===== config.mk =====
export PLATFORM = sky130hd
export DESIGN_NAME = cosine_batch_initiator
export DESIGN_NICKNAME = d
export VERILOG_FILES = /design/src/rtl/cosine_batch_initiator.sv
export SDC_FILE = /design/constraint.sdc
export NUM_CORES = 1
export LEC_CHECK = 0
export CORE_UTILIZATION = 30
export CTS_BUF_LIST = sky130_fd_sc_hd__clkbuf_4 sky130_fd_sc_hd__clkbuf_8
export CTS_CLUSTER_SIZE = 10
export DETAILED_ROUTE_END_ITERATION = 8
export DONT_BUFFER_PORTS = 1
export PLACE_DENSITY = 0.42
export SYNTH_ARGS = -nofsm -noshare
export SYNTH_HDL_FRONTEND = slang
export SYNTH_SLANG_ARGS = --single-unit
export TNS_END_PERCENT = 100

===== constraint.sdc =====
create_clock -name clk -period 3.9 [get_ports clk]
set_clock_uncertainty 0.05 [all_clocks]
set_input_delay 0.78 -clock clk [delete_from_list [all_inputs] [get_ports clk]]
set_output_delay 0.78 -clock clk [all_outputs]
set_load 0.01 [all_outputs]

===== src/rtl/cosine_batch_initiator.sv =====
// cosine_batch_initiator
// Buffers host operands in a small FIFO and feeds them one at a time to an
// external cosine engine. Each answer is captured into a single result
// register that the host drains with a ready handshake.
// Ports:
//   clk, rst               - rising-edge clock, synchronous active-low reset
//   op_wr, op_data         - operand push into the FIFO
//   op_full                - FIFO holds DEPTH entries; pushes are dropped
//   res_valid, res_data    - unread result and its value
//   res_ready              - host accepts res_data
//   eng_start, eng_x       - one-cycle start pulse and operand to the engine
//   eng_ans_ready, eng_ans - engine idle/answer-valid flag and its answer
//   err, err_clr           - sticky acknowledge-timeout flag and its clear
//   done_cnt               - count of captured results, wrapping 255->0
module cosine_batch_initiator #(
  parameter int unsigned WIDTH   = 16,
  parameter int unsigned DEPTH   = 4,
  parameter int unsigned TIMEOUT = 8
) (
  input  logic             clk,
  input  logic             rst,
  input  logic             op_wr,
  input  logic [WIDTH-1:0] op_data,
  output logic             op_full,
  output logic             res_valid,
  output logic [WIDTH-1:0] res_data,
  input  logic             res_ready,
  output logic             eng_start,
  output logic [WIDTH-1:0] eng_x,
  input  logic             eng_ans_ready,
  input  logic [WIDTH-1:0] eng_ans,
  output logic             err,
  input  logic             err_clr,
  output logic [7:0]       done_cnt
);

  localparam int unsigned AW = (DEPTH > 1) ? $clog2(DEPTH) : 1;
  localparam int unsigned TW = $clog2(TIMEOUT + 1);

  typedef enum logic [2:0] {IDLE, LAUNCH, ACK, BUSY, CAPTURE} state_t;

  state_t           state;
  state_t           state_nxt;
  logic [WIDTH-1:0] mem [DEPTH];
  logic [AW-1:0]    rd_ptr;
  logic [AW-1:0]    wr_ptr;
  logic [AW:0]      count;
  logic [TW-1:0]    tmo_cnt;
  logic             push;
  logic             pop;
  logic             launch;
  logic             timeout;

  // op_full comes straight from the registered occupancy, so a push in the
  // same cycle as a CAPTURE pop still sees the pre-pop fullness.
  assign op_full = (count == (AW+1)'(DEPTH));
  assign push    = op_wr && !op_full;
  assign pop     = (state == CAPTURE);

  always_comb begin
    state_nxt = state;
    eng_start = 1'b0;
    launch    = 1'b0;
    timeout   = 1'b0;
    case (state)
      IDLE: begin
        if ((count != '0) && eng_ans_ready && !res_valid && !err) begin
          state_nxt = LAUNCH;
          launch    = 1'b1;
        end
      end
      LAUNCH: begin
        eng_start = 1'b1;
        state_nxt = ACK;
      end
      ACK: begin
        if (!eng_ans_ready) begin
          state_nxt = BUSY;
        end else if (tmo_cnt == TW'(TIMEOUT - 1)) begin
          state_nxt = IDLE;
          timeout   = 1'b1;
        end
      end
      BUSY: begin
        if (eng_ans_ready) state_nxt = CAPTURE;
      end
      CAPTURE: state_nxt = IDLE;
      default: state_nxt = IDLE;
    endcase
  end

  always_ff @(posedge clk) begin
    if (push) mem[wr_ptr] <= op_data;
  end

  always_ff @(posedge clk) begin
    if (!rst) begin
      state     <= IDLE;
      rd_ptr    <= '0;
      wr_ptr    <= '0;
      count     <= '0;
      tmo_cnt   <= '0;
      eng_x     <= '0;
      res_valid <= 1'b0;
      res_data  <= '0;
      err       <= 1'b0;
      done_cnt  <= '0;
    end else begin
      state <= state_nxt;

      if (push) wr_ptr <= wr_ptr + 1'b1;
      if (pop)  rd_ptr <= rd_ptr + 1'b1;
      case ({push, pop})
        2'b10:   count <= count + 1'b1;
        2'b01:   count <= count - 1'b1;
        default: ;
      endcase

      // Head is copied on the IDLE->LAUNCH edge so the operand is already
      // valid while eng_start is high; the entry stays queued until CAPTURE,
      // which lets a timed-out operand be relaunched unchanged.
      if (launch) eng_x <= mem[rd_ptr];

      // Counts ACK cycles that saw eng_ans_ready high; zero on ACK entry.
      if (state == ACK) tmo_cnt <= tmo_cnt + 1'b1;
      else              tmo_cnt <= '0;

      if (state == CAPTURE) begin
        res_data  <= eng_ans;
        res_valid <= 1'b1;
        done_cnt  <= done_cnt + 8'd1;
      end else if (res_valid && res_ready) begin
        res_valid <= 1'b0;
      end

      if (timeout)      err <= 1'b1;
      else if (err_clr) err <= 1'b0;
    end
  end

endmodule


# Yosys cells after proc, flatten, opt, wreduce, memory -nomap -nowiden
# Memory sizes are Yosys's and may differ from the RTL's. A register that Yosys moved wholly into a read port is not among the register bits.
# Index checks and enable logic that the tools add are counted.
word_totals:
  register_bits: 40
  mem_bits_rw: 64
  in_bits: 38
  wordCells: 61
  n_memories: 1
memory_table:
  columns: ["memory", "depth", "width", "rd", "rd_clocked_by_memory_dff", "wr", "line_no", "source"]
  rows:
  - ["mem", 4, 16, 1, 1, 1, "44", "logic [WIDTH-1:0] mem [DEPTH];"]
op_classes:
  n_addsub: 6
  n_eq_ne: 11
  n_mux: 18
  reduce_logical: 16
op_table:
  columns: ["operator", "n"]
  rows:
  - ["two-way mux 1 bit", 12]
  - ["two-way mux 3 bit", 4]
  - ["one-hot mux 3 bit (4 select lines)", 1]
  - ["adder 8 x 1 -> 8 bit, second input constant", 1]
  - ["equality test 3 x 2 -> 1 bit, second input constant", 2]
  - ["equality test 3 bit, second input constant", 2]
  - ["one-hot mux 3 bit (2 select lines)", 1]
  - ["nonzero test 2 bit", 3]
  - ["logical AND 1 bit", 5]
  - ["adder 2 x 1 -> 2 bit, second input constant", 2]
  - ["adder 4 x 1 -> 4 bit, second input constant", 1]
  - ["equality test 4 x 3 -> 1 bit, second input constant", 1]
  - ["logical NOT 1 bit", 4]
  - ["inequality test 2 bit, second input constant", 2]
  - ["adder 3 x 1 -> 3 bit, second input constant", 1]
  - ["equality test 3 x 1 -> 1 bit, second input constant", 1]
  - ["logical NOT 3 bit", 1]
  - ["inequality test 3 bit, second input constant", 1]
  - ["AND reduction 3 bit", 1]
  - ["nonzero test 3 bit", 1]
  - ["subtractor 3 x 1 -> 3 bit, second input constant", 1]
  - ["equality test 2 x 1 -> 1 bit, second input constant", 1]
  - ["equality test 2 bit, second input constant", 1]
  - ["AND reduction 2 bit", 1]

# Longest topological paths before layout
# Gate-level depths: netlist (run 1).
logic_depth:
  word_depth: 6
  mapped_depth: 11

# Worst setup path after synthesis (run 1)
# Ideal clock, no wire load.
synth_path:
  path_kind: "reg-to-reg"
  startpoint: "reg state[2]"
  endpoint: "reg count[2]"
  setup_ns: 0.070
  arrival_time_ns: 2.322
  t_required_ns: 3.780
  slack_ns: 1.458
  stages_incl_launch_ff: 11
  path_cell_list: "dfxtp_1 > or3b_1 > clkbuf_1 > inv_1 > buf_2 > ha_1 > inv_1 > fa_1 > xor2_1 > or3_1 > a21oi_1"
synth_between:
  elab_chain_len: 3
  elab_cells_between_ends: 5
  cone_classes: "3 x eq/ne; 1 x mux; 1 x reduce/logical"
synth_rtl:
  columns: ["item", "line_no", "source"]
  rows:
  - ["start: declaration", "42", "state_t state;"]
  - ["start signal: assignment", "109", "state <= state_nxt;"]
  - ["equality test 3 bit (*)", "58", "assign pop = (state == CAPTURE);"]
  - ["net pop", "50", "logic pop;"]
  - ["equality test 2 x 1 -> 1 bit / equality test 2 bit (equally long branches)", "113", "case ({push, pop})"]
  - ["one-hot mux 3 bit (2 select lines) / nonzero test 2 bit (equally long branches)", null, null]
  - ["end signal: assignment", "114", "2'b10: count <= count + 1'b1;"]
  - ["end signal: assignment", "115", "2'b01: count <= count - 1'b1;"]
  - ["end: declaration", "47", "logic [AW:0] count;"]
# Mark *: on every way through the listed nets, which the timed path passes. The rest lies on a longest branch.
# A chain may end at the register's enable or synchronous reset.

# Final worst setup path (run 1)
layout_path:
  startpoint: "reg count[0]"
  endpoint: "reg count[2]"
layout_between:
  elab_chain_len: 5
  elab_cells_between_ends: 9
  cone_classes: "2 x add/sub; 3 x eq/ne; 1 x mux; 3 x reduce/logical"
layout_rtl:
  columns: ["item", "line_no", "source"]
  rows:
  - ["equality test 3 bit (*)", "56", "assign op_full = (count == (AW+1)'(DEPTH));"]
  - ["net op_full", "24", "output logic op_full,"]
  - ["logical NOT 1 bit (*)", "57", "assign push = op_wr && !op_full;"]
  - ["logical AND 1 bit (*)", "57", null]
  - ["equality test 2 x 1 -> 1 bit / equality test 2 bit (equally long branches)", "113", null]
  - ["one-hot mux 3 bit (2 select lines) / nonzero test 2 bit (equally long branches)", null, null]
# Marked as above.

==> results.md, run 1 <==
- Unique masters post-synth: 35
- Crit path DAT: 2.81 ns
- Prevailing post-synth register cell: edfxtp_1
- Hold violation total from the final report: 0
- Busiest grt layer: met2
- Peak VDD IR: 0.251 mV
- Worst-Margin Slew: 0.961 ns
- Vias in the first global route: 2606
- Synth warnings: 0
- Post-DP HPWL: 5720 um
- EDFF count, synth: 64
- CTS root buffer: clkbuf_8
- Slew Viols, Final: 0
- Die footprint: 0.0157 mm2
- Placed insts: 513
- Clk sinks: 120
- Area growth syn-to-layout: 13.8%
- Number of DRC markers in iteration 0: 98
- Crit end category: flop
- Drt total wl: 9160 um
- Total Neg Setup Slack: 0 ns
- RSZ-0062 raised after global routing: false
- Drt wl/cell: 16.8 um
- First-pass GRT wire length: 14200 um
- Initial core utilization: 31.0%
- Core area: 0.0147 mm2
- Vias post-DR: 2594
- Rel. slew slack: 35.8%
- Yosys top cell area share: 42.2%
- Antenna Diode Count: 0
- CTS Hold Bufs: 0
- Mapped Area: 0.00456 mm2
- Count leader, synth: edfxtp_1
- Post-route DRC: 7
- Port Buf Inserts: 0
- Commonest cells post-synth: 64 x edfxtp_1, 56 x dfxtp_1, 56 x nand2_1
- CTS tree: yes
- Share of layout cells above drive strength 1: 15.2%
- CTS buffer count: 17
- Worst EP required: 4.19 ns
- Final core occ: 35.3%
- Gr ovfl total: 0
- Die width: 125 um
- HP Class: primary input to flop
- ANT nets after route: 0
- Setup Viol. Count Final: 0
- Post-synthesis sequential area ratio: 66.7%
- Synth Area per Inst: 13.4 um2
- Pre-antenna DRT Iters: 6
- GR Util met1: 13.7%
- Largest net degree at the start of global routing: 32
- CP startpoint kind: flop
- Die Height: 125 um
- GPL Wtd Cong: 0.748
- Worst-path fanout max: 7
- Non-Filler Instances: 545
- Critical path class: flop to flop
- DR vias/cell: 4.76
- Grt met3 use: 6.59%
- GR Layer Usage met2: 20.2%
- Min Tclk post-route: 2.52 ns
- Post-CTS sizing: 0
- I/O pin total: 82
- Ys async rst share: 0%
- Largest area contributor in the netlist: edfxtp_1
- Initial antenna violation count: 0
- Top cells by area, synth: edfxtp_1 42%, dfxtp_1 25%, mux4_2 7.9%
- Cell count after synthesis: 341
- Nets: 394
- Final critical-path share of the clock period: 64.7%
- Status: finished, violations left
- GR Util All Layers: 12.5%
- CTS H-tree depth: 4
- Max Cap Viol: 0
- Flops & latches, synth: 120
- Hold_ws: 0.393 ns
- LEAKAGE: 1.69 nW
- Syn_nets: 387
- Clk_lat worst skew: 0.42 ns
- Pwr/cell area: 521 mW/mm2
- CTS Buffer Depth: 2
- Failing checks: design-rule violations
- Row cnt: 44
- Clock transition at path regs: 0.07 ns
- Max frequency: 0.396 GHz
- Post-CTS Setup Bufs: 0
## metrics by stage
step / total power [W] / worst slack, ns / instance area [um2]
4_1_cts: 0.00276 / 1.35 / 5190
3_5_place_dp: 0.00154 / 1.39 / 4760
3_3_place_gp: 0.00154 / 1.44 / 4760
2_1_floorplan: 0.00151 / 1.46 / 4560
5_1_grt: 0.00282 / 1.26 / 5190
6_report: 0.00271 / 1.38 / 5190
## metal layers
metal | vias to the layer above | wire [um]
li1 | 1258 | -
met1 | 1253 | 3840
met2 | 73 | 4470
met3 | 10 | 740
met4 | 0 | 113
met5 | - | 0
## where the power goes
group	internal [W]	switching (W)	total (W)
clock network	0.000707	0.000490	0.00120
registers	0.00138	0.0000286	0.00141
logic	0.0000404	0.0000616	0.000102
## cell families after synthesis
family / count (synthesis) / synth area share, %
mux: 18 / 8.34
fa+ha+maj: 8 / 2.36
simple gates: 105 / 11.4
compound gates: 53 / 7.27
flops: 120 / 66.7
buf+inv: 31 / 2.72
xor+xnor: 6 / 1.15
## final cells by class
class / instances / area [um2]
clock buffer: 19 / 249
sequential: 120 / 3040
timing repair buffer: 5 / 37.5
tap: 184 / 230
multi-input combinational: 190 / 1400
clock inverter: 13 / 176
fill: 1435 / 9510
inverter: 14 / 52.6
## sequential cells by signal (all words and copies together) (netlist names)
register   count
count          3
done_cnt       8
eng_x         16
err            1
mem           64
rd_ptr         2
res_data      16
res_valid      1
state          3
tmo_cnt        4
wr_ptr         2
## worst max-delay path: stages (launching register included)
cell and delay [ns]:
dfxtp_1 0.34, or3b_2 0.54, inv_1 0.18, nor2_1 0.06, inv_1 0.06, ha_1 0.17, inv_1 0.06, fa_1 0.37
xor2_1 0.16, or3_1 0.30, a21oi_1 0.14
## path summary, 6_finish.rpt
check        startpoint    endpoint  slack, ns  depth (start not counted)
max            count[0]    count[2]       1.38                         10
min          op_data[0]   mem[2][0]       0.39                          0
max reg2reg    count[0]    count[2]       1.38                         10
min reg2reg  tmo_cnt[0]  tmo_cnt[0]       0.40                          1
## cells in the final DEF (no fill, tap or decap), drive strengths merged
master / count
edfxtp: 64
nand2: 56
dfxtp: 56
a21oi: 29
clkbuf: 19
mux4: 16
o2bb2ai: 16
inv: 16
nor2: 12
ha: 7
clkinv: 7
o21ai: 6
nand3: 6
nand2b: 5
or3: 5
buf: 5
and3: 4
bufinv: 4
or3b: 4
xnor2: 3
xor2: 3
nor4: 3
nor3: 2
or4: 2
mux2i: 2
nor3b: 1
or2: 1
nand4: 1
and2: 1
and4b: 1
nand4bb: 1
o31ai: 1
a2111oi: 1
fa: 1
Power figures use the tool's default switching activity.
==> inputs of run 2 (changes only) <==
==> constraint.sdc (replaced) <==
create_clock -name clk -period 2.61 [get_ports clk]
set_clock_uncertainty 0.05 [all_clocks]
set_input_delay 0.522 -clock clk [delete_from_list [all_inputs] [get_ports clk]]
set_output_delay 0.522 -clock clk [all_outputs]
set_load 0.01 [all_outputs]
==> run 2 against run 1 <==
  * The run still ends with design-rule violations left
  * Worst setup slack got worse by 1.2 ns
  * Sequential share of layout area fell by 0.21 points
  * Non-clock buffer count rose by 4
  * Register-to-register slack got worse by 1.2 ns
  * Cell count rose by 0.73%
==> results.md, run 2 (synthesized netlist as in run 1, its figures left out) <==
- Status: finished, violations left
- Failing checks: design-rule violations
- Final critical-path share of the clock period: 91.7%
- CP most frequent cell: inv_1
- Initial antenna violation count: 0
- Critical path, cell by cell: or3b_2, inv_1, nor2_1, inv_1, ha_1, inv_1, fa_1, xor2_1, or3_1, a21oi_1
- Max Cap Viol: 0
- Slew Viols, Final: 0
- Clk sinks: 120
- GPL Wtd Cong: 0.705
- Die Height: 125 um
- CTS Hold Bufs: 0
- Worst-path fanout max: 7
- R2R cell count: 10
- Setup Viol. Count Final: 0
- Row cnt: 44
- Gr ovfl total: 0
- CP startpoint kind: flop
- CTS root buffer: clkbuf_8
- Hold violation total from the final report: 0
- Vias in the first global route: 2752
- Initial core utilization: 31.0%
- CTS H-tree depth: 4
- Rel. slew slack: 37.6%
- Worst-Margin Slew: 0.936 ns
- Vias post-DR: 2600
- Area growth syn-to-layout: 14.2%
- Clock transition at path regs: 0.07 ns
- CTS tree: yes
- Post-CTS Setup Bufs: 0
- Drt wl/cell: 17.0 um
- Drt total wl: 9350 um
- Core area: 0.0147 mm2
- Crit path DAT: 2.71 ns
- First-pass GRT wire length: 14800 um
- Reg2reg end: count[2]
- Post-route DRC: 7
- Largest net degree at the start of global routing: 26
- Critical-path top delay cell: or3b_2
- Min Tclk post-route: 2.39 ns
- Pre-antenna DRT Iters: 7
- Share of layout cells above drive strength 1: 16.7%
- CP max stage delay: 0.52 ns
- Die width: 125 um
- Number of DRC markers in iteration 0: 157
- CTS buffer count: 17
- Post-DP HPWL: 5800 um
- R2R Setup Slk: 0.22 ns
- Tot Pwr: 0.00395 W
- Worst EP required: 2.92 ns
- Antenna Diode Count: 0
- Origin of the critical flop-to-flop path: count[2]
- Pwr/cell area: 759 mW/mm2
- Clk_lat worst skew: 0.43 ns
- RSZ-0062 raised after global routing: false
- WP buf/inv: 3
- Critical path's top delay family: simple AND/OR/NAND/NOR gates
- Largest register FFs: 64
- Hold Crit Endpoint: mem[0][11]
- Hold_sp: op_data[11]
- Most common cell after layout, fill and taps aside: edfxtp_1
- Placed insts: 517
- LEAKAGE: 1.69 nW
- Non-Filler Instances: 549
- I/O pin total: 82
- Peak VDD IR: 0.392 mV
- DR vias/cell: 4.74
- Hold depth: 0
- ANT nets after route: 0
- HP Class: primary input to flop
- Nets: 398
- Most flops, register: mem
- Crit end category: flop
- Critical path class: flop to flop
- Post-CTS sizing: 0
- Max frequency: 0.418 GHz
- Final core occ: 35.4%
- Port Buf Inserts: 0
- CTS Buffer Depth: 2
- Most frequent cells in the layout: 64 x edfxtp_1, 56 x nand2_1, 56 x dfxtp_1, 29 x a21oi_1, 21 x clkbuf_8
- Largest regs: mem: 64 flops, eng_x: 16 flops, res_data: 16 flops
- Total Neg Setup Slack: 0 ns
- Die footprint: 0.0157 mm2
- GR Util All Layers: 12.8%
run 2: report_power, final:
group | internal (W) | total, W | switching, W | leakage, nW
registers | 0.00206 | 0.00210 | 0.0000426 | 1.04
clock network | 0.000962 | 0.00170 | 0.000737 | 0.203
logic | 0.0000620 | 0.000155 | 0.0000926 | 0.450
run 2: how the worst max path moves through the flow:
| stage | from | end | cells after the start |
|---|---|---|---|
| 4_1_cts | count[0] | count[2] | 10 |
| 3_3_place_gp | count[0] | count[2] | 10 |
| 3_5_place_dp | count[2] | count[2] | 10 |
| 2_1_floorplan | state[2] | count[2] | 10 |
| 6_report | count[2] | count[2] | 10 |
| 5_1_grt | count[2] | count[2] | 10 |
run 2: layout make-up:
type                            instances  area (um2)
Inverter                               14        52.6
Sequential cell                       120        3040
Tap cell                              184         230
Clock buffer                           22         297
Multi-Input combinational cell        190        1400
Clock inverter                         10         118
Fill cell                            1446        9490
Timing Repair Buffer                    9        67.6
run 2: metrics by stage:
| step | hold WS, ns | cell area (um2) | setup slack (ns) |
|---|---|---|---|
| 2_1_floorplan | 0.368 | 4560 | 0.168 |
| 3_5_place_dp | 0.388 | 4790 | 0.236 |
| 5_1_grt | 0.0823 | 5210 | 0.0364 |
| 3_3_place_gp | 0.381 | 4790 | 0.274 |
| 6_report | 0.136 | 5210 | 0.216 |
| 4_1_cts | 0.0972 | 5210 | 0.210 |
run 2: routing by layer:
layer | wire length (um) | part of all wire, % | vias up | GRT usage, %
met3 | 787 | 8.4 | 9 | 6.16
met1 | 3730 | 40 | 1254 | 13.4
met5 | 0 | 0 | - | 0
met4 | 123 | 1.3 | 0 | 5.38
met2 | 4710 | 50 | 73 | 22.0
li1 | - | - | 1264 | -
